File: config.mk
export PLATFORM = sky130hd
export DESIGN_NAME = ps2_scan_decoder
export DESIGN_NICKNAME = d
export VERILOG_FILES = /design/src/rtl/ps2_scan_decoder.sv
export SDC_FILE = /design/constraint.sdc
export NUM_CORES = 1
export LEC_CHECK = 0
export ABC_CLOCK_PERIOD_IN_PS = 2900
export CAP_MARGIN = 20
export CORE_UTILIZATION = 48
export CTS_CLUSTER_DIAMETER = 60
export DETAILED_ROUTE_END_ITERATION = 8
export GPL_TIMING_DRIVEN = 0
export PLACE_DENSITY = 0.67
export SLEW_MARGIN = 30
export SYNTH_ARGS = -nofsm -noshare
export SYNTH_HDL_FRONTEND = slang
export SYNTH_SLANG_ARGS = --single-unit
File: constraint.sdc
create_clock -name clk -period 2.9 [get_ports clk]
set_input_delay 0.87 -clock clk [delete_from_list [all_inputs] [get_ports clk]]
set_output_delay 0.87 -clock clk [all_outputs]
set_load 0.02 [all_outputs]
File: src/rtl/ps2_scan_decoder.sv
// ps2_scan_decoder: PS/2 keyboard frame receiver and scan-code filter.
// Optional break-code reporting is enabled with `define PS2_BREAK_REPORT_EN.
module ps2_scan_decoder #(
    parameter int FILTER_LEN = 8,
    parameter int TIMEOUT    = 20000,
    parameter int TW         = 15
) (
    input  logic       clk,
    input  logic       rst,
    input  logic       ps2c,
    input  logic       ps2d,
    output logic [7:0] Cambio,
    output logic       got_data,
    output logic       extended,
    output logic       frame_err,
    output logic       released
);

    localparam int FW = $clog2(FILTER_LEN + 1);

    typedef enum logic [2:0] {
        IDLE,
        RECV,
        PARITY,
        STOP,
        CHECK
    } state_t;

    logic [1:0]    c_sync;
    logic [1:0]    d_sync;
    logic          c_filt;
    logic          d_filt;
    logic [FW-1:0] c_cnt;
    logic [FW-1:0] d_cnt;
    logic          fall;

    state_t        state;
    logic [7:0]    shreg;
    logic [2:0]    bcnt;
    logic          par;
    logic          stp;
    logic [TW-1:0] tcnt;
    logic          brk;
    logic          ext;
    logic          valid;

    // Two-flop synchronisers for the asynchronous pins, idle-high.
    always_ff @(posedge clk) begin
        if (rst) begin
            c_sync <= 2'b11;
            d_sync <= 2'b11;
        end else begin
            c_sync <= {c_sync[0], ps2c};
            d_sync <= {d_sync[0], ps2d};
        end
    end

    // Clock glitch filter; emits a one-cycle pulse on an accepted 1->0.
    always_ff @(posedge clk) begin
        if (rst) begin
            c_filt <= 1'b1;
            c_cnt  <= '0;
            fall   <= 1'b0;
        end else begin
            fall <= 1'b0;
            if (c_sync[1] != c_filt) begin
                if (c_cnt == FW'(FILTER_LEN - 1)) begin
                    c_filt <= c_sync[1];
                    c_cnt  <= '0;
                    fall   <= c_filt;
                end else begin
                    c_cnt <= c_cnt + 1'b1;
                end
            end else begin
                c_cnt <= '0;
            end
        end
    end

    // Data glitch filter, same delay as the clock path.
    always_ff @(posedge clk) begin
        if (rst) begin
            d_filt <= 1'b1;
            d_cnt  <= '0;
        end else begin
            if (d_sync[1] != d_filt) begin
                if (d_cnt == FW'(FILTER_LEN - 1)) begin
                    d_filt <= d_sync[1];
                    d_cnt  <= '0;
                end else begin
                    d_cnt <= d_cnt + 1'b1;
                end
            end else begin
                d_cnt <= '0;
            end
        end
    end

    // Odd parity over data plus parity bit, and a high stop bit.
    assign valid = (^{shreg, par}) && stp;

    // Frame FSM, timeout, prefix handling and registered outputs.
    always_ff @(posedge clk) begin
        if (rst) begin
            state     <= IDLE;
            shreg     <= '0;
            bcnt      <= '0;
            par       <= 1'b0;
            stp       <= 1'b0;
            tcnt      <= '0;
            brk       <= 1'b0;
            ext       <= 1'b0;
            Cambio    <= 8'h00;
            got_data  <= 1'b0;
            extended  <= 1'b0;
            frame_err <= 1'b0;
`ifdef PS2_BREAK_REPORT_EN
            released  <= 1'b0;
`endif
        end else begin
            got_data  <= 1'b0;
            frame_err <= 1'b0;
            unique case (state)
                IDLE: begin
                    if (fall && !d_filt) begin
                        state <= RECV;
                        bcnt  <= '0;
                        tcnt  <= '0;
                    end
                end
                RECV, PARITY, STOP: begin
                    if (fall) begin
                        tcnt <= '0;
                        if (state == RECV) begin
                            shreg <= {d_filt, shreg[7:1]};
                            bcnt  <= bcnt + 1'b1;
                            if (bcnt == 3'd7) begin
                                state <= PARITY;
                            end
                        end else if (state == PARITY) begin
                            par   <= d_filt;
                            state <= STOP;
                        end else begin
                            stp   <= d_filt;
                            state <= CHECK;
                        end
                    end else if (tcnt == TW'(TIMEOUT)) begin
                        frame_err <= 1'b1;
                        shreg     <= '0;
                        brk       <= 1'b0;
                        ext       <= 1'b0;
                        state     <= IDLE;
                    end else begin
                        tcnt <= tcnt + 1'b1;
                    end
                end
                CHECK: begin
                    state <= IDLE;
                    if (!valid) begin
                        frame_err <= 1'b1;
                        brk       <= 1'b0;
                        ext       <= 1'b0;
                    end else if (shreg == 8'hE0) begin
                        ext <= 1'b1;
                    end else if (shreg == 8'hF0) begin
                        brk <= 1'b1;
                    end else if (brk) begin
`ifdef PS2_BREAK_REPORT_EN
                        Cambio   <= shreg;
                        extended <= ext;
                        got_data <= 1'b1;
                        released <= 1'b1;
`endif
                        brk <= 1'b0;
                        ext <= 1'b0;
                    end else begin
                        Cambio   <= shreg;
                        extended <= ext;
                        got_data <= 1'b1;
`ifdef PS2_BREAK_REPORT_EN
                        released <= 1'b0;
`endif
                        ext <= 1'b0;
                    end
                end
                default: state <= IDLE;
            endcase
        end
    end

`ifndef PS2_BREAK_REPORT_EN
    assign released = 1'b0;
`endif

endmodule

==> impl_results.html, run 1 <==
<table>
<tr><th>Metric</th><th>Value</th></tr>
<tr><th colspan="2">Logic synthesis</th></tr>
<tr><td>Synthesized area per cell</td><td>9.48 um^2</td></tr>
<tr><td>Warnings, synthesis</td><td>0</td></tr>
<tr><td>Net count of the mapped netlist</td><td>between 200 and 300</td></tr>
<tr><td>Post-synthesis instance area</td><td>about 2700 um^2</td></tr>
<tr><td>Commonest cells in the netlist</td><td>sky130_fd_sc_hd__dfxtp_1 (59), sky130_fd_sc_hd__nor2_1 (44), sky130_fd_sc_hd__a21oi_1 (19)</td></tr>
<tr><td>Most area-consuming cells after synthesis</td><td>sky130_fd_sc_hd__dfxtp_1 (43%), sky130_fd_sc_hd__nor2_1 (6.1%), sky130_fd_sc_hd__mux2i_1 (4.8%)</td></tr>
<tr><td>Proportion of synthesized chip area in sequential cells</td><td>a little over two fifths</td></tr>
<tr><td>FF+latch count, synth</td><td>59</td></tr>
<tr><td>Share of flip-flops with an asynchronous set or reset after synthesis</td><td>0%</td></tr>
<tr><td>Cell with the most instances after synthesis</td><td>sky130_fd_sc_hd__dfxtp_1</td></tr>
<tr><td>Most instantiated flip-flop cell in the synthesis netlist</td><td>sky130_fd_sc_hd__dfxtp_1</td></tr>
<tr><td>Number of enable flip-flop cells after synthesis</td><td>0</td></tr>
<tr><td>Syn Inst Count</td><td>approximately 290</td></tr>
<tr><td>Library cell with the largest summed area after synthesis</td><td>sky130_fd_sc_hd__dfxtp_1</td></tr>
<tr><td>Library cells used by synthesis</td><td>56</td></tr>
<tr><td>Share of the synthesized area in the top cell type</td><td>approximately 43%</td></tr>
<tr><th colspan="2">Setup path</th></tr>
<tr><td>Crit path launch type</td><td>register</td></tr>
<tr><td>WP data arrival</td><td>1.27 ns</td></tr>
<tr><td>Top fanout value on the critical path</td><td>2</td></tr>
<tr><td>Number of cells on the worst reg-to-reg path</td><td>9</td></tr>
<tr><td>Buffers &amp; Inverters on Critical Path</td><td>1</td></tr>
<tr><td>Worst-path cell with the longest stage delay</td><td>sky130_fd_sc_hd__clkdlybuf4s50_1</td></tr>
<tr><td>Nature of the critical path endpoint</td><td>output pin</td></tr>
<tr><td>Required time at the worst-slack endpoint</td><td>a little over 2 ns</td></tr>
<tr><td>Cell breakdown of the critical path</td><td>clkdlybuf4s50_1</td></tr>
<tr><td>Number of stages on the worst setup path</td><td>1</td></tr>
<tr><td>Gate family responsible for the most delay along the worst path</td><td>buffers and inverters</td></tr>
<tr><td>Largest stage delay on the critical path</td><td>around 0.60 ns</td></tr>
<tr><td>Critical Setup Path Class</td><td>reg2out</td></tr>
<tr><td>R2R Setup Slk</td><td>0.80 ns</td></tr>
<tr><th colspan="2">GRT</th></tr>
<tr><td>Met2 track demand over resource in global routing</td><td>31.2%</td></tr>
<tr><td>First-pass GRT wire length</td><td>around 9200 um</td></tr>
<tr><td>Met3 Track Usage GR</td><td>3.69%</td></tr>
<tr><td>Met1 demand-to-capacity share in global routing</td><td>between 20% and 30%</td></tr>
<tr><td>Maximum number of pins on one net before global-route repair</td><td>12</td></tr>
<tr><td>Tot GR Track Use</td><td>around a fifth</td></tr>
<tr><td>Vias in the first global route</td><td>around 2100</td></tr>
<tr><td>Antenna violations before repair</td><td>0</td></tr>
<tr><td>Most congested layer reported by global routing</td><td>met2</td></tr>
<tr><td>Overflow left after global routing</td><td>0</td></tr>
<tr><th colspan="2">Clock network</th></tr>
<tr><td>Hold-fix buffer count after cts</td><td>0</td></tr>
<tr><td>Clock transition at the register clock pins on the worst setup and hold paths after CTS</td><td>approximately 0.070 ns</td></tr>
<tr><td>Post-CTS Repair Setup Buffers</td><td>0</td></tr>
<tr><td>Number of buffers created by CTS</td><td>9</td></tr>
<tr><td>Clock buffer depth</td><td>2</td></tr>
<tr><td>Clock tree from TritonCTS</td><td>built</td></tr>
<tr><td>Clock root buffer master</td><td>sky130_fd_sc_hd__clkbuf_8</td></tr>
<tr><td>Count of instances resized after the clock tree is built</td><td>0</td></tr>
<tr><td>H-tree depth</td><td>3</td></tr>
<tr><td>Clock latency of the later-clocked register in the worst-skew pair</td><td>approximately 0.33 ns</td></tr>
<tr><td>Clock Sinks</td><td>slightly below 60</td></tr>
<tr><th colspan="2">Drt</th></tr>
<tr><td>Final Routed Wirelength</td><td>roughly 5200 um</td></tr>
<tr><td>Antenna-violating nets left</td><td>0</td></tr>
<tr><td>Post-route DRC</td><td>0</td></tr>
<tr><td>Routed via count</td><td>2120</td></tr>
<tr><td>Routed WL per cell</td><td>13.4 um</td></tr>
<tr><td>Starting DRC count in detailed routing</td><td>about 110</td></tr>
<tr><td>Routed via count divided by cell count</td><td>roughly 5.4</td></tr>
<tr><td>Number of optimization iterations in the first detailed-route pass</td><td>4</td></tr>
<tr><th colspan="2">Timing</th></tr>
<tr><td>Slew at the pin with the worst max-slew slack</td><td>approximately 0.76 ns</td></tr>
<tr><td>Relative max-transition margin</td><td>between 40% and 50%</td></tr>
<tr><td>Count of final setup violators</td><td>0</td></tr>
<tr><td>Final hold violation count</td><td>0</td></tr>
<tr><td>Fmax achieved</td><td>approximately 470 MHz</td></tr>
<tr><td>Worst Skew</td><td>about 0.0089 ns</td></tr>
<tr><td>Time the final worst path needs with I/O delays and setup</td><td>2.14 ns</td></tr>
<tr><td>Share of the cycle needed by the critical path after routing</td><td>about three quarters</td></tr>
<tr><td>Final setup margin</td><td>0.760 ns</td></tr>
<tr><td>TNS Setup</td><td>0 ns</td></tr>
<tr><td>Number of max-slew violations in the final report</td><td>0</td></tr>
<tr><td>Unrepaired setup endpoints after global routing</td><td>no</td></tr>
<tr><th colspan="2">Worst hold path</th></tr>
<tr><td>Hold WC Path Type</td><td>reg2reg</td></tr>
<tr><td>Min-Delay Path Depth</td><td>1</td></tr>
<tr><th colspan="2">Placed design</th></tr>
<tr><td>Detailed placer's ending HPWL</td><td>approximately 3600 um</td></tr>
<tr><td>Placed Cells incl. Taps</td><td>between 300 and 400</td></tr>
<tr><td>GP Congestion</td><td>between 0.8 and 0.9</td></tr>
<tr><td>Number of buffer cells added on primary ports</td><td>14</td></tr>
<tr><td>Pre-CTS setup slack</td><td>about 0.47 ns</td></tr>
<tr><td>Placed Area</td><td>2950 um^2</td></tr>
<tr><th colspan="2">Die</th></tr>
<tr><td>Die footprint</td><td>about 6000 um^2</td></tr>
<tr><td>Area of the core</td><td>between 5000 and 6000 um^2</td></tr>
<tr><td>Initial core utilization</td><td>between 40% and 50%</td></tr>
<tr><td>Boundary pin count</td><td>16</td></tr>
<tr><td>Number of rows in the core area</td><td>27</td></tr>
<tr><td>Height of the die</td><td>between 70 and 80 um</td></tr>
<tr><td>Die width</td><td>between 70 and 80 um</td></tr>
<tr><th colspan="2">Run status</th></tr>
<tr><td>Status</td><td>complete, no violations</td></tr>
<tr><th colspan="2">Final layout</th></tr>
<tr><td>Storage element area</td><td>1180 um^2</td></tr>
<tr><td>Fraction of layout instances using a drive strength above 1</td><td>approximately 14%</td></tr>
<tr><td>Final non-filler cell area</td><td>about 3200 um^2</td></tr>
<tr><td># diodes</td><td>0</td></tr>
<tr><td>Combined area of the multi-input logic cells</td><td>between 1000 and 1500 um^2</td></tr>
<tr><td>Fin nets</td><td>322</td></tr>
<tr><td>Number of standard cells in the final layout excluding fillers</td><td>between 300 and 400</td></tr>
<tr><td>Fillers</td><td>a little over 500</td></tr>
<tr><td>Signed area change from the synthesized netlist to the final layout</td><td>17.6%</td></tr>
<tr><th colspan="2">Power</th></tr>
<tr><td>Pleak</td><td>roughly 1.2 nW</td></tr>
<tr><td>Pwr dens</td><td>about 550 nW/um^2</td></tr>
<tr><td>Total Power Consumption</td><td>1.77 mW</td></tr>
<tr><td>Peak supply drop</td><td>about 0.00033 V</td></tr>
<tr><th colspan="2">Flow run</th></tr>
<tr><td>Count of max-cap constraint violations</td><td>0</td></tr>
</table>
## power by group
group	switching (mW)	leakage, nW	total, mW	internal, mW
Combinational	0.0170	0.607	0.0279	0.0109
Sequential	0.00175	0.476	0.815	0.813
Clock	0.335	0.123	0.931	0.596
## per-stage QoR
| stage | hold WS (ns) | utilization [%] |
|---|---|---|
| 3_3_place_gp | 0.396 | 53.9 |
| 5_1_grt | 0.428 | 58.5 |
| 6_report | 0.410 | 58.5 |
| 4_1_cts | 0.413 | 58.5 |
| 2_1_floorplan | 0.389 | - |
| 3_5_place_dp | 0.397 | 53.9 |
## placed cells by master (no fill, tap or decap), drive strengths merged, types with 3 or more instances in the layout
cell type	instances
or4	10
or2	7
nand4	3
xor2	3
nand3	9
o21ai	7
nand2b	3
or3	5
mux2i	13
bufinv	3
inv	9
nor3	4
clkbuf	16
nand2	8
xnor2	8
o31ai	10
dfxtp	59
nor2	45
clkdlybuf4s50	14
buf	9
ha	6
a21oi	21
a22oi	10
## final timing paths
path | start | to
max | extended$_SDFFE_PP0P_ | extended
min | c_sync[0]$_SDFF_PP1_ | c_sync[1]$_SDFF_PP1_
max reg2reg | tcnt[0]$_SDFFE_PP0P_ | tcnt[0]$_SDFFE_PP0P_
min reg2reg | c_sync[0]$_SDFF_PP1_ | c_sync[1]$_SDFF_PP1_
## state kept, by name (all words and copies together) (netlist names)
register / cells
Cambio: 8
bcnt: 3
brk: 1
c_cnt: 4
c_filt: 1
c_sync: 2
d_cnt: 4
d_filt: 1
d_sync: 2
ext: 1
extended: 1
fall: 1
frame_err: 1
got_data: 1
par: 1
shreg: 8
state: 3
stp: 1
tcnt: 15
## final cells by class
type	count	share of cell area, %
inverter	8	0.938
clock buffer	10	4.30
multi-input combinational	205	43.9
sequential	59	36.9
tap	72	2.81
clock inverter	6	3.48
timing repair buffer	14	4.38
buffer	15	3.24
## routing by layer
layer / vias up / part of all wire (%)
li1: 1089 / -
met1: 992 / 49
met2: 29 / 46
met3: 10 / 2.7
met4: 0 / 2.1
met5: - / 0
## worst register-to-register path: cells and delay by family, from the launching register on
kind	cells	cell delay, ns
adders and majority gates	1	0.18
DFF	1	0.33
and+or+nand+nor	3	0.60
xor gates and xnor gates	1	0.12
buffers and inverters	3	0.43
AOI/OAI and AO/OA	1	0.35
## cell families (layout without fill, tap and decap cells)
kind of cell / after synthesis / in the layout / synth area share, %
multiplexers: 13 / 13 / 4.78
buffers and inverters: 23 / 53 / 4.92
flip-flops: 59 / 59 / 43.4
AO/OA/AOI/OAI: 59 / 59 / 14.9
adder cells (fa/ha/maj): 6 / 6 / 2.76
other: 1 / 1 / 0.138
AND/OR/NAND/NOR: 112 / 112 / 23.0
XOR/XNOR: 14 / 14 / 6.07
(Power assumes the default switching activity.)
==> run 2: changes to the inputs <==
--- a/config.mk
+++ b/config.mk
@@ -5,7 +5,7 @@
 export SDC_FILE = /design/constraint.sdc
 export NUM_CORES = 1
 export LEC_CHECK = 0
-export ABC_CLOCK_PERIOD_IN_PS = 2900
+export ABC_CLOCK_PERIOD_IN_PS = 2000
 export CAP_MARGIN = 20
 export CORE_UTILIZATION = 48
 export CTS_CLUSTER_DIAMETER = 60
==> constraint.sdc (replaced) <==
create_clock -name clk -period 2 [get_ports clk]
set_input_delay 0.6 -clock clk [delete_from_list [all_inputs] [get_ports clk]]
set_output_delay 0.6 -clock clk [all_outputs]
set_load 0.02 [all_outputs]
==> run 2 against run 1 <==
  * Sequential cell count is the same
  * Wire length up 4.4%
  * Register-to-register slack worse by 0.74 ns
  * Final area is 3.6% higher
  * Critical path depth increased by 7
  * Clock skew rose by 0.0016 ns
  * Setup slack got worse by 0.70 ns
  * Via count increased by 2.5%
  * Core utilization up 2.1 points
  * Combinational power grew 49%
==> impl_results.html, run 2 (synthesized netlist as in run 1, its figures left out) <==
<table>
<tr><th>Metric</th><th>Value</th></tr>
<tr><th colspan="2">Run status</th></tr>
<tr><td>Status</td><td>complete, no violations</td></tr>
<tr><th colspan="2">Drt</th></tr>
<tr><td>Met3 wire len</td><td>146 um (+2.8%)</td></tr>
<tr><td>Number of optimization iterations in the first detailed-route pass</td><td>4 (unchanged)</td></tr>
<tr><td>Post-route DRC</td><td>0 (unchanged)</td></tr>
<tr><td>Max layer used</td><td>met4</td></tr>
<tr><td>Routed WL per cell</td><td>13.8 um (+3.1%)</td></tr>
<tr><td>Metal2 WL</td><td>2540 um (+6.7%)</td></tr>
<tr><td>Routed via count divided by cell count</td><td>5.52 (+1.2%)</td></tr>
<tr><td>Routed length on met1</td><td>2660 um (+3.0%)</td></tr>
<tr><td>Final Routed Wirelength</td><td>5440 um (+4.4%)</td></tr>
<tr><td>Routed via count</td><td>2173 (+2.5%)</td></tr>
<tr><td>Starting DRC count in detailed routing</td><td>107 (-0.93%)</td></tr>
<tr><td>Antenna-violating nets left</td><td>0 (unchanged)</td></tr>
<tr><th colspan="2">Clock network</th></tr>
<tr><td>Clock tree from TritonCTS</td><td>built</td></tr>
<tr><td>Clock transition at the register clock pins on the worst setup and hold paths after CTS</td><td>0.07 ns (about the same)</td></tr>
<tr><td>Clock Sinks</td><td>59 (unchanged)</td></tr>
<tr><td>Clock buffer depth</td><td>2 (unchanged)</td></tr>
<tr><td>Clock latency of the later-clocked register in the worst-skew pair</td><td>0.33 ns (about the same)</td></tr>
<tr><td>H-tree depth</td><td>3 (unchanged)</td></tr>
<tr><td>Clock root buffer master</td><td>sky130_fd_sc_hd__clkbuf_8</td></tr>
<tr><td>Number of buffers created by CTS</td><td>9 (unchanged)</td></tr>
<tr><th colspan="2">Timing</th></tr>
<tr><td>Worst hold slack</td><td>0.410 ns (+0.0000430 ns)</td></tr>
<tr><td>Count of final setup violators</td><td>0 (unchanged)</td></tr>
<tr><td>Time the final worst path needs with I/O delays and setup</td><td>between 1.5 and 2 ns</td></tr>
<tr><td>Unrepaired setup endpoints after global routing</td><td>yes</td></tr>
<tr><td>Number of max-slew violations in the final report</td><td>0 (unchanged)</td></tr>
<tr><td>Fmax achieved</td><td>~520 MHz</td></tr>
<tr><td>Relative max-transition margin</td><td>62.4% (+14 points)</td></tr>
<tr><td>Slew at the pin with the worst max-slew slack</td><td>0.564 ns (-0.199 ns)</td></tr>
<tr><td>Final hold violation count</td><td>0 (unchanged)</td></tr>
<tr><td>Share of the cycle needed by the critical path after routing</td><td>between 90% and 100%</td></tr>
<tr><td>Final setup margin</td><td>0.0645 ns (-0.695 ns)</td></tr>
<tr><td>Worst Skew</td><td>0.0105 ns (+0.00163 ns)</td></tr>
<tr><th colspan="2">Setup path</th></tr>
<tr><td>Required time at the worst-slack endpoint</td><td>2.27 ns (+0.24 ns)</td></tr>
<tr><td>WP data arrival</td><td>2.20 ns (+0.93 ns)</td></tr>
<tr><td>Nature of the critical path endpoint</td><td>register</td></tr>
<tr><td>Crit path launch type</td><td>register</td></tr>
<tr><td>Top fanout value on the critical path</td><td>9 (+7)</td></tr>
<tr><td>Critical Setup Path Class</td><td>reg2reg</td></tr>
<tr><th colspan="2">GRT</th></tr>
<tr><td>Vias in the first global route</td><td>2110 (+2.2%)</td></tr>
<tr><td>Antenna violations before repair</td><td>0 (unchanged)</td></tr>
<tr><td>Tot GR Track Use</td><td>20.0% (+0.35 points)</td></tr>
<tr><td>First-pass GRT wire length</td><td>9420 um (+1.9%)</td></tr>
<tr><td>Maximum number of pins on one net before global-route repair</td><td>12 (unchanged)</td></tr>
<tr><td>Overflow left after global routing</td><td>0 (unchanged)</td></tr>
<tr><th colspan="2">Worst hold path</th></tr>
<tr><td>Hold WC Path Type</td><td>reg2reg</td></tr>
<tr><th colspan="2">Placed design</th></tr>
<tr><td>Placed Area</td><td>2950 um^2 (unchanged)</td></tr>
<tr><td>GP Congestion</td><td>0.862 (unchanged)</td></tr>
<tr><td>Detailed placer's ending HPWL</td><td>3580 um (unchanged)</td></tr>
<tr><td>Number of buffer cells added on primary ports</td><td>14 (unchanged)</td></tr>
<tr><td>Pre-CTS setup slack</td><td>-0.155 ns (-0.630 ns)</td></tr>
<tr><th colspan="2">Final layout</th></tr>
<tr><td>Signed area change from the synthesized netlist to the final layout</td><td>21.8%</td></tr>
<tr><td>Most common cell after layout, fill and taps aside</td><td>sky130_fd_sc_hd__dfxtp_1</td></tr>
<tr><td>Final non-filler cell area</td><td>3320 um^2 (+3.6%)</td></tr>
<tr><td>Fin nets</td><td>327 (+1.6%)</td></tr>
<tr><td>Top register by number of flip-flops</td><td>tcnt</td></tr>
<tr><td>Fraction of layout instances using a drive strength above 1</td><td>19.9% (+6.0 points)</td></tr>
<tr><td>Leading cell types in the layout, fill and taps excluded</td><td>sky130_fd_sc_hd__dfxtp_1 (56), sky130_fd_sc_hd__nor2_1 (43), sky130_fd_sc_hd__a21oi_1 (15), sky130_fd_sc_hd__clkdlybuf4s50_1 (14), sky130_fd_sc_hd__mux2i_1 (13)</td></tr>
<tr><td>Top flop regs</td><td>tcnt: 15 flops, Cambio: 8 flops, shreg: 8 flops</td></tr>
<tr><td># diodes</td><td>0 (unchanged)</td></tr>
<tr><td>Max FFs per register</td><td>15 (unchanged)</td></tr>
<tr><th colspan="2">Power</th></tr>
<tr><td>Total Power Consumption</td><td>2.58 mW (+45%)</td></tr>
<tr><td>Pleak</td><td>1.24 nW (+2.6%)</td></tr>
<tr><td>Peak supply drop</td><td>0.000473 V (+45%)</td></tr>
<tr><td>Pwr dens</td><td>777 nW/um^2 (+40%)</td></tr>
<tr><th colspan="2">Die</th></tr>
<tr><td>Initial core utilization</td><td>49.7% (unchanged)</td></tr>
<tr><td>Height of the die</td><td>77.3 um (unchanged)</td></tr>
<tr><td>Die width</td><td>77.3 um (unchanged)</td></tr>
<tr><td>Number of rows in the core area</td><td>27 (unchanged)</td></tr>
<tr><td>Die footprint</td><td>5970 um^2 (unchanged)</td></tr>
<tr><td>Boundary pin count</td><td>16 (unchanged)</td></tr>
<tr><td>Area of the core</td><td>5470 um^2 (unchanged)</td></tr>
<tr><th colspan="2">Flow run</th></tr>
<tr><td>Count of max-cap constraint violations</td><td>0 (unchanged)</td></tr>
</table>
==> run 2: cell types whose count changed in the layout (fill, tap and decap cells not counted), sizes merged <==
cell | before | now
buf | 9 | 13
a21oi | 21 | 22
==> run 2: cell type report <==
type	instances	area, um^2
inverter	8	30.0
sequential	59	1180
clock buffer	10	138
timing repair buffer	18	170
fill	498	2160
clock inverter	6	111
buffer	15	104
tap	72	90.1
multi-input combinational	206	1490
==> run 2: worst paths after layout <==
path | to | cells past startpoint | slack, ns | start
setup reg to reg | tcnt[12]$_SDFFE_PP0P_ | 8 | 0.06 | tcnt[0]$_SDFFE_PP0P_
hold / removal | c_sync[1]$_SDFF_PP1_ | 1 | 0.41 | c_sync[0]$_SDFF_PP1_
hold reg to reg | c_sync[1]$_SDFF_PP1_ | 1 | 0.41 | c_sync[0]$_SDFF_PP1_
setup / recovery | tcnt[12]$_SDFFE_PP0P_ | 8 | 0.06 | tcnt[0]$_SDFFE_PP0P_
==> run 2: timing repair <==
action / CTS / global route
cloned: 1 / 0
endpoints found under the setup margin: 10 / 30
buffers inserted: 2 / 2
resized for setup: 1 / 19
pin swaps: 2 / 4
hold buffers: 0 / 0
==> run 2: power by group <==
group | switching [mW] | internal (mW)
Clock | 0.488 | 0.864
Combinational | 0.0258 | 0.0158
Sequential | 0.00253 | 1.18
Total | 0.517 | 2.06
==> run 2: worst max-delay path, cell delays in order, from the launching register on <==
cell and delay (ns):
sky130_fd_sc_hd__dfxtp_2 0.34, sky130_fd_sc_hd__inv_1 0.07, sky130_fd_sc_hd__ha_1 0.23, sky130_fd_sc_hd__nor4bb_4 0.16
sky130_fd_sc_hd__nand4_2 0.17, sky130_fd_sc_hd__a21oi_4 0.10, sky130_fd_sc_hd__buf_6 0.15, sky130_fd_sc_hd__or4_1 0.50
sky130_fd_sc_hd__a21oi_1 0.15
==> run 2: per-stage QoR <==
step                      std cells  util [%]  TNS (ns)
after floorplan                 287         -         0
after global placement          373      53.9     -2.71
after detailed placement        373      53.9     -3.14
after CTS                       392      58.9         0
after global routing            394      60.6   -0.0375
final                           394      60.6         0
==> run 2: layer usage <==
metal	up-vias	track usage (%)
met5	-	0
met4	0	12.6
met3	9	3.81
met2	32	31.8
met1	1033	24.8
li1	1099	-
==> run 3: changes to the inputs <==
--- a/config.mk
+++ b/config.mk
@@ -7,11 +7,13 @@
 export LEC_CHECK = 0
 export ABC_CLOCK_PERIOD_IN_PS = 2000
 export CAP_MARGIN = 20
+export CORE_ASPECT_RATIO = 0.9
 export CORE_UTILIZATION = 48
 export CTS_CLUSTER_DIAMETER = 60
 export DETAILED_ROUTE_END_ITERATION = 8
+export DONT_BUFFER_PORTS = 1
 export GPL_TIMING_DRIVEN = 0
-export PLACE_DENSITY = 0.67
+export PLACE_DENSITY = 0.64
 export SLEW_MARGIN = 30
 export SYNTH_ARGS = -nofsm -noshare
 export SYNTH_HDL_FRONTEND = slang
==> run 3 against run 2 <==
  * Critical path depth decreased by 3
  * Clock power shrank 30%
  * Via count down 3.8%
  * Sequential power barely moved
  * Total power down 16%
  * Clock-buffer cell count is 4 higher
  * First-iteration DRC count rose by 56%
  * Sequential share of layout area rose by 3.0 points
  * Register-to-register slack better by 0.03 ns
  * Hold slack got worse by 0.032 ns
  * Core utilization decreased by 3.4 points
  * Critical path type unchanged
  * Largest cell class unchanged
  * Largest power group is now sequential cells
==> impl_results.html, run 3 (synthesized netlist as in run 1, its figures left out) <==
<table>
<tr><th>Metric</th><th>Value</th></tr>
<tr><th colspan="2">Die</th></tr>
<tr><td>Boundary pin count</td><td>16 (unchanged)</td></tr>
<tr><td>Number of rows in the core area</td><td>25 (-7.4%)</td></tr>
<tr><td>Height of the die</td><td>73.4 um (-5.0%)</td></tr>
<tr><td>Initial core utilization</td><td>50.9% (+1.2 points)</td></tr>
<tr><td>Area of the core</td><td>5350 um^2 (-2.3%)</td></tr>
<tr><td>Die width</td><td>81.4 um (+5.3%)</td></tr>
<tr><td>Die footprint</td><td>5980 um^2 (about the same)</td></tr>
<tr><th colspan="2">Timing</th></tr>
<tr><td>Worst Skew</td><td>0.00786 ns (-0.00267 ns)</td></tr>
<tr><td>Final setup margin</td><td>0.0975 ns (+0.0331 ns)</td></tr>
<tr><td>Number of max-slew violations in the final report</td><td>0 (unchanged)</td></tr>
<tr><td>Count of final setup violators</td><td>0 (unchanged)</td></tr>
<tr><td>Time the final worst path needs with I/O delays and setup</td><td>1.90 ns (-0.0331 ns)</td></tr>
<tr><td>Slew at the pin with the worst max-slew slack</td><td>0.534 ns (-0.0305 ns)</td></tr>
<tr><td>Fmax achieved</td><td>526 MHz (+1.7%)</td></tr>
<tr><td>Final hold violation count</td><td>0 (unchanged)</td></tr>
<tr><td>Relative max-transition margin</td><td>64.4% (+2.0 points)</td></tr>
<tr><td>Share of the cycle needed by the critical path after routing</td><td>95.1% (-1.7 points)</td></tr>
<tr><td>Unrepaired setup endpoints after global routing</td><td>no</td></tr>
<tr><th colspan="2">Final layout</th></tr>
<tr><td>Most common cell after layout, fill and taps aside</td><td>sky130_fd_sc_hd__dfxtp_1</td></tr>
<tr><td>Top register by number of flip-flops</td><td>tcnt</td></tr>
<tr><td>Top flop regs</td><td>tcnt: 15 flops, Cambio: 8 flops, shreg: 8 flops</td></tr>
<tr><td>Leading cell types in the layout, fill and taps excluded</td><td>sky130_fd_sc_hd__dfxtp_1 (56), sky130_fd_sc_hd__nor2_1 (43), sky130_fd_sc_hd__a21oi_1 (17), sky130_fd_sc_hd__mux2i_1 (13), sky130_fd_sc_hd__clkbuf_8 (11)</td></tr>
<tr><td>Signed area change from the synthesized netlist to the final layout</td><td>12.5%</td></tr>
<tr><td>Max FFs per register</td><td>15 (unchanged)</td></tr>
<tr><td>Fraction of layout instances using a drive strength above 1</td><td>18.6% (-1.3 points)</td></tr>
<tr><td>Final non-filler cell area</td><td>3060 um^2 (-7.7%)</td></tr>
<tr><td>Number of standard cells in the final layout excluding fillers</td><td>374 (-5.1%)</td></tr>
<tr><td># diodes</td><td>0 (unchanged)</td></tr>
<tr><td>Fin nets</td><td>312 (-4.6%)</td></tr>
<tr><th colspan="2">GRT</th></tr>
<tr><td>Met1 demand-to-capacity share in global routing</td><td>25.8% (+0.98 points)</td></tr>
<tr><td>Antenna violations before repair</td><td>0 (unchanged)</td></tr>
<tr><td>Most congested layer reported by global routing</td><td>met2</td></tr>
<tr><td>Overflow left after global routing</td><td>0 (unchanged)</td></tr>
<tr><td>Maximum number of pins on one net before global-route repair</td><td>11 (-1)</td></tr>
<tr><td>Met3 Track Usage GR</td><td>5.71% (+1.9 points)</td></tr>
<tr><td>First-pass GRT wire length</td><td>8560 um (-9.1%)</td></tr>
<tr><td>Met2 track demand over resource in global routing</td><td>28.8% (-3.0 points)</td></tr>
<tr><td>Tot GR Track Use</td><td>19.2% (-0.78 points)</td></tr>
<tr><td>Vias in the first global route</td><td>1808 (-14%)</td></tr>
<tr><th colspan="2">Setup path</th></tr>
<tr><td>Worst-path cell with the longest stage delay</td><td>sky130_fd_sc_hd__nor4b_1</td></tr>
<tr><td>Critical Setup Path Class</td><td>reg2reg</td></tr>
<tr><td>Top fanout value on the critical path</td><td>8 (-1)</td></tr>
<tr><td>Crit path launch type</td><td>register</td></tr>
<tr><td>Largest stage delay on the critical path</td><td>0.39 ns (-0.11 ns)</td></tr>
<tr><td>Cell breakdown of the critical path</td><td>nor4b_1 -&gt; nand4_2 -&gt; buf_4 -&gt; or2_2 -&gt; a311oi_1</td></tr>
<tr><td>Required time at the worst-slack endpoint</td><td>2.22 ns (-0.05 ns)</td></tr>
<tr><td>WP data arrival</td><td>2.12 ns (-0.08 ns)</td></tr>
<tr><td>Gate family responsible for the most delay along the worst path</td><td>simple AND/OR/NAND/NOR gates</td></tr>
<tr><td>Buffers &amp; Inverters on Critical Path</td><td>1 (-1)</td></tr>
<tr><td>Nature of the critical path endpoint</td><td>register</td></tr>
<tr><th colspan="2">Placed design</th></tr>
<tr><td>Placed Cells incl. Taps</td><td>354 (-5.1%)</td></tr>
<tr><td>Detailed placer's ending HPWL</td><td>3560 um (-0.36%)</td></tr>
<tr><td>Pre-CTS setup slack</td><td>-0.0856 ns (+0.0696 ns)</td></tr>
<tr><td>Placed Area</td><td>2810 um^2 (-5.0%)</td></tr>
<tr><td>GP Congestion</td><td>0.766 (-11%)</td></tr>
<tr><td>Number of buffer cells added on primary ports</td><td>0 (-14)</td></tr>
<tr><th colspan="2">Drt</th></tr>
<tr><td>Routed WL per cell</td><td>14.2 um (+2.9%)</td></tr>
<tr><td>Antenna-violating nets left</td><td>0 (unchanged)</td></tr>
<tr><td>Final Routed Wirelength</td><td>5320 um (-2.3%)</td></tr>
<tr><td>Routed via count divided by cell count</td><td>5.59 (+1.4%)</td></tr>
<tr><td>Starting DRC count in detailed routing</td><td>167 (+56%)</td></tr>
<tr><td>Routed via count</td><td>2091 (-3.8%)</td></tr>
<tr><td>Number of optimization iterations in the first detailed-route pass</td><td>4 (unchanged)</td></tr>
<tr><td>Post-route DRC</td><td>0 (unchanged)</td></tr>
<tr><th colspan="2">Power</th></tr>
<tr><td>Pwr dens</td><td>708 nW/um^2 (-8.8%)</td></tr>
<tr><td>Peak supply drop</td><td>0.000624 V (+32%)</td></tr>
<tr><td>Total Power Consumption</td><td>2.17 mW (-16%)</td></tr>
<tr><td>Pleak</td><td>1.15 nW (-7.3%)</td></tr>
<tr><th colspan="2">Clock network</th></tr>
<tr><td>Clock tree from TritonCTS</td><td>built</td></tr>
<tr><td>Hold-fix buffer count after cts</td><td>0 (unchanged)</td></tr>
<tr><td>Clock latency of the later-clocked register in the worst-skew pair</td><td>0.33 ns (about the same)</td></tr>
<tr><td>Clock buffer depth</td><td>2 (unchanged)</td></tr>
<tr><td>Clock root buffer master</td><td>sky130_fd_sc_hd__clkbuf_8</td></tr>
<tr><td>Number of buffers created by CTS</td><td>9 (unchanged)</td></tr>
<tr><td>H-tree depth</td><td>3 (unchanged)</td></tr>
<tr><td>Clock transition at the register clock pins on the worst setup and hold paths after CTS</td><td>0.06 ns (about the same)</td></tr>
<tr><td>Clock Sinks</td><td>59 (unchanged)</td></tr>
<tr><th colspan="2">Run status</th></tr>
<tr><td>Status</td><td>complete, no violations</td></tr>
<tr><th colspan="2">Worst hold path</th></tr>
<tr><td>Hold WC Path Type</td><td>in2reg</td></tr>
<tr><th colspan="2">Flow run</th></tr>
<tr><td>Count of max-cap constraint violations</td><td>0 (unchanged)</td></tr>
</table>
run 3: cell types whose count changed in the layout (fill, tap and decap cells not counted), sizes merged:
cell           change
clkdlybuf4s50     -14
clkbuf             +4
clkinv             +1
clkinvlp           -1
bufinv             -3
a21oi              -1
inv                -1
run 3: metal layers:
layer | wire length (um) | part of all wire [%] | vias up
met4 | 56 | 1.1 | 0
met1 | 2710 | 51 | 983
met3 | 213 | 4.0 | 5
met2 | 2340 | 44 | 32
li1 | - | - | 1071
met5 | 0 | 0 | -
run 3: final timing paths:
check                                            end  slack, ns            startpoint  cells after the start
worst max-delay path            frame_err$_SDFF_PP0_        0.1  tcnt[2]$_SDFFE_PP0P_                      5
worst min-delay path            c_sync[0]$_SDFF_PP1_       0.38                  ps2c                      1
worst max register to register  frame_err$_SDFF_PP0_        0.1  tcnt[2]$_SDFFE_PP0P_                      5
worst min register to register  d_sync[1]$_SDFF_PP1_       0.41  d_sync[0]$_SDFF_PP1_                      1
run 3: what timing repair did:
| action | in CTS | in global routing |
|---|---|---|
| pin swaps | 2 | 3 |
| buffers inserted | 1 | 3 |
| setup endpoints to repair | 10 | 31 |
| resized for setup | 1 | 14 |
run 3: area by class of cell:
class | count | area, um^2
multi-input cells | 205 | 1460
flip-flops and latches | 59 | 1180
well taps | 67 | 83.8
clock inverters | 2 | 10.0
inverters | 8 | 30.0
clock buffers | 14 | 163
fillers | 494 | 2290
plain buffers | 15 | 104
repair buffers | 4 | 30.0
run 3: report_power, final:
| part | switching, mW | internal (mW) | total, mW | leakage [nW] |
|---|---|---|---|---|
| Sequential | 0.00235 | 1.18 | 1.18 | 0.478 |
| Combinational | 0.0243 | 0.0108 | 0.0351 | 0.579 |
| Clock | 0.435 | 0.515 | 0.949 | 0.0905 |
| Total | 0.461 | 1.71 | 2.17 | 1.15 |
run 3: per-stage QoR:
step                      util [%]  hold slack, ns  setup TNS (ns)
after floorplan                  -           0.389               0
after global placement        52.4           0.391          -0.570
after detailed placement      52.4           0.398          -0.676
after CTS                     55.9           0.363               0
after global routing          57.2           0.359               0
final                         57.2           0.378               0
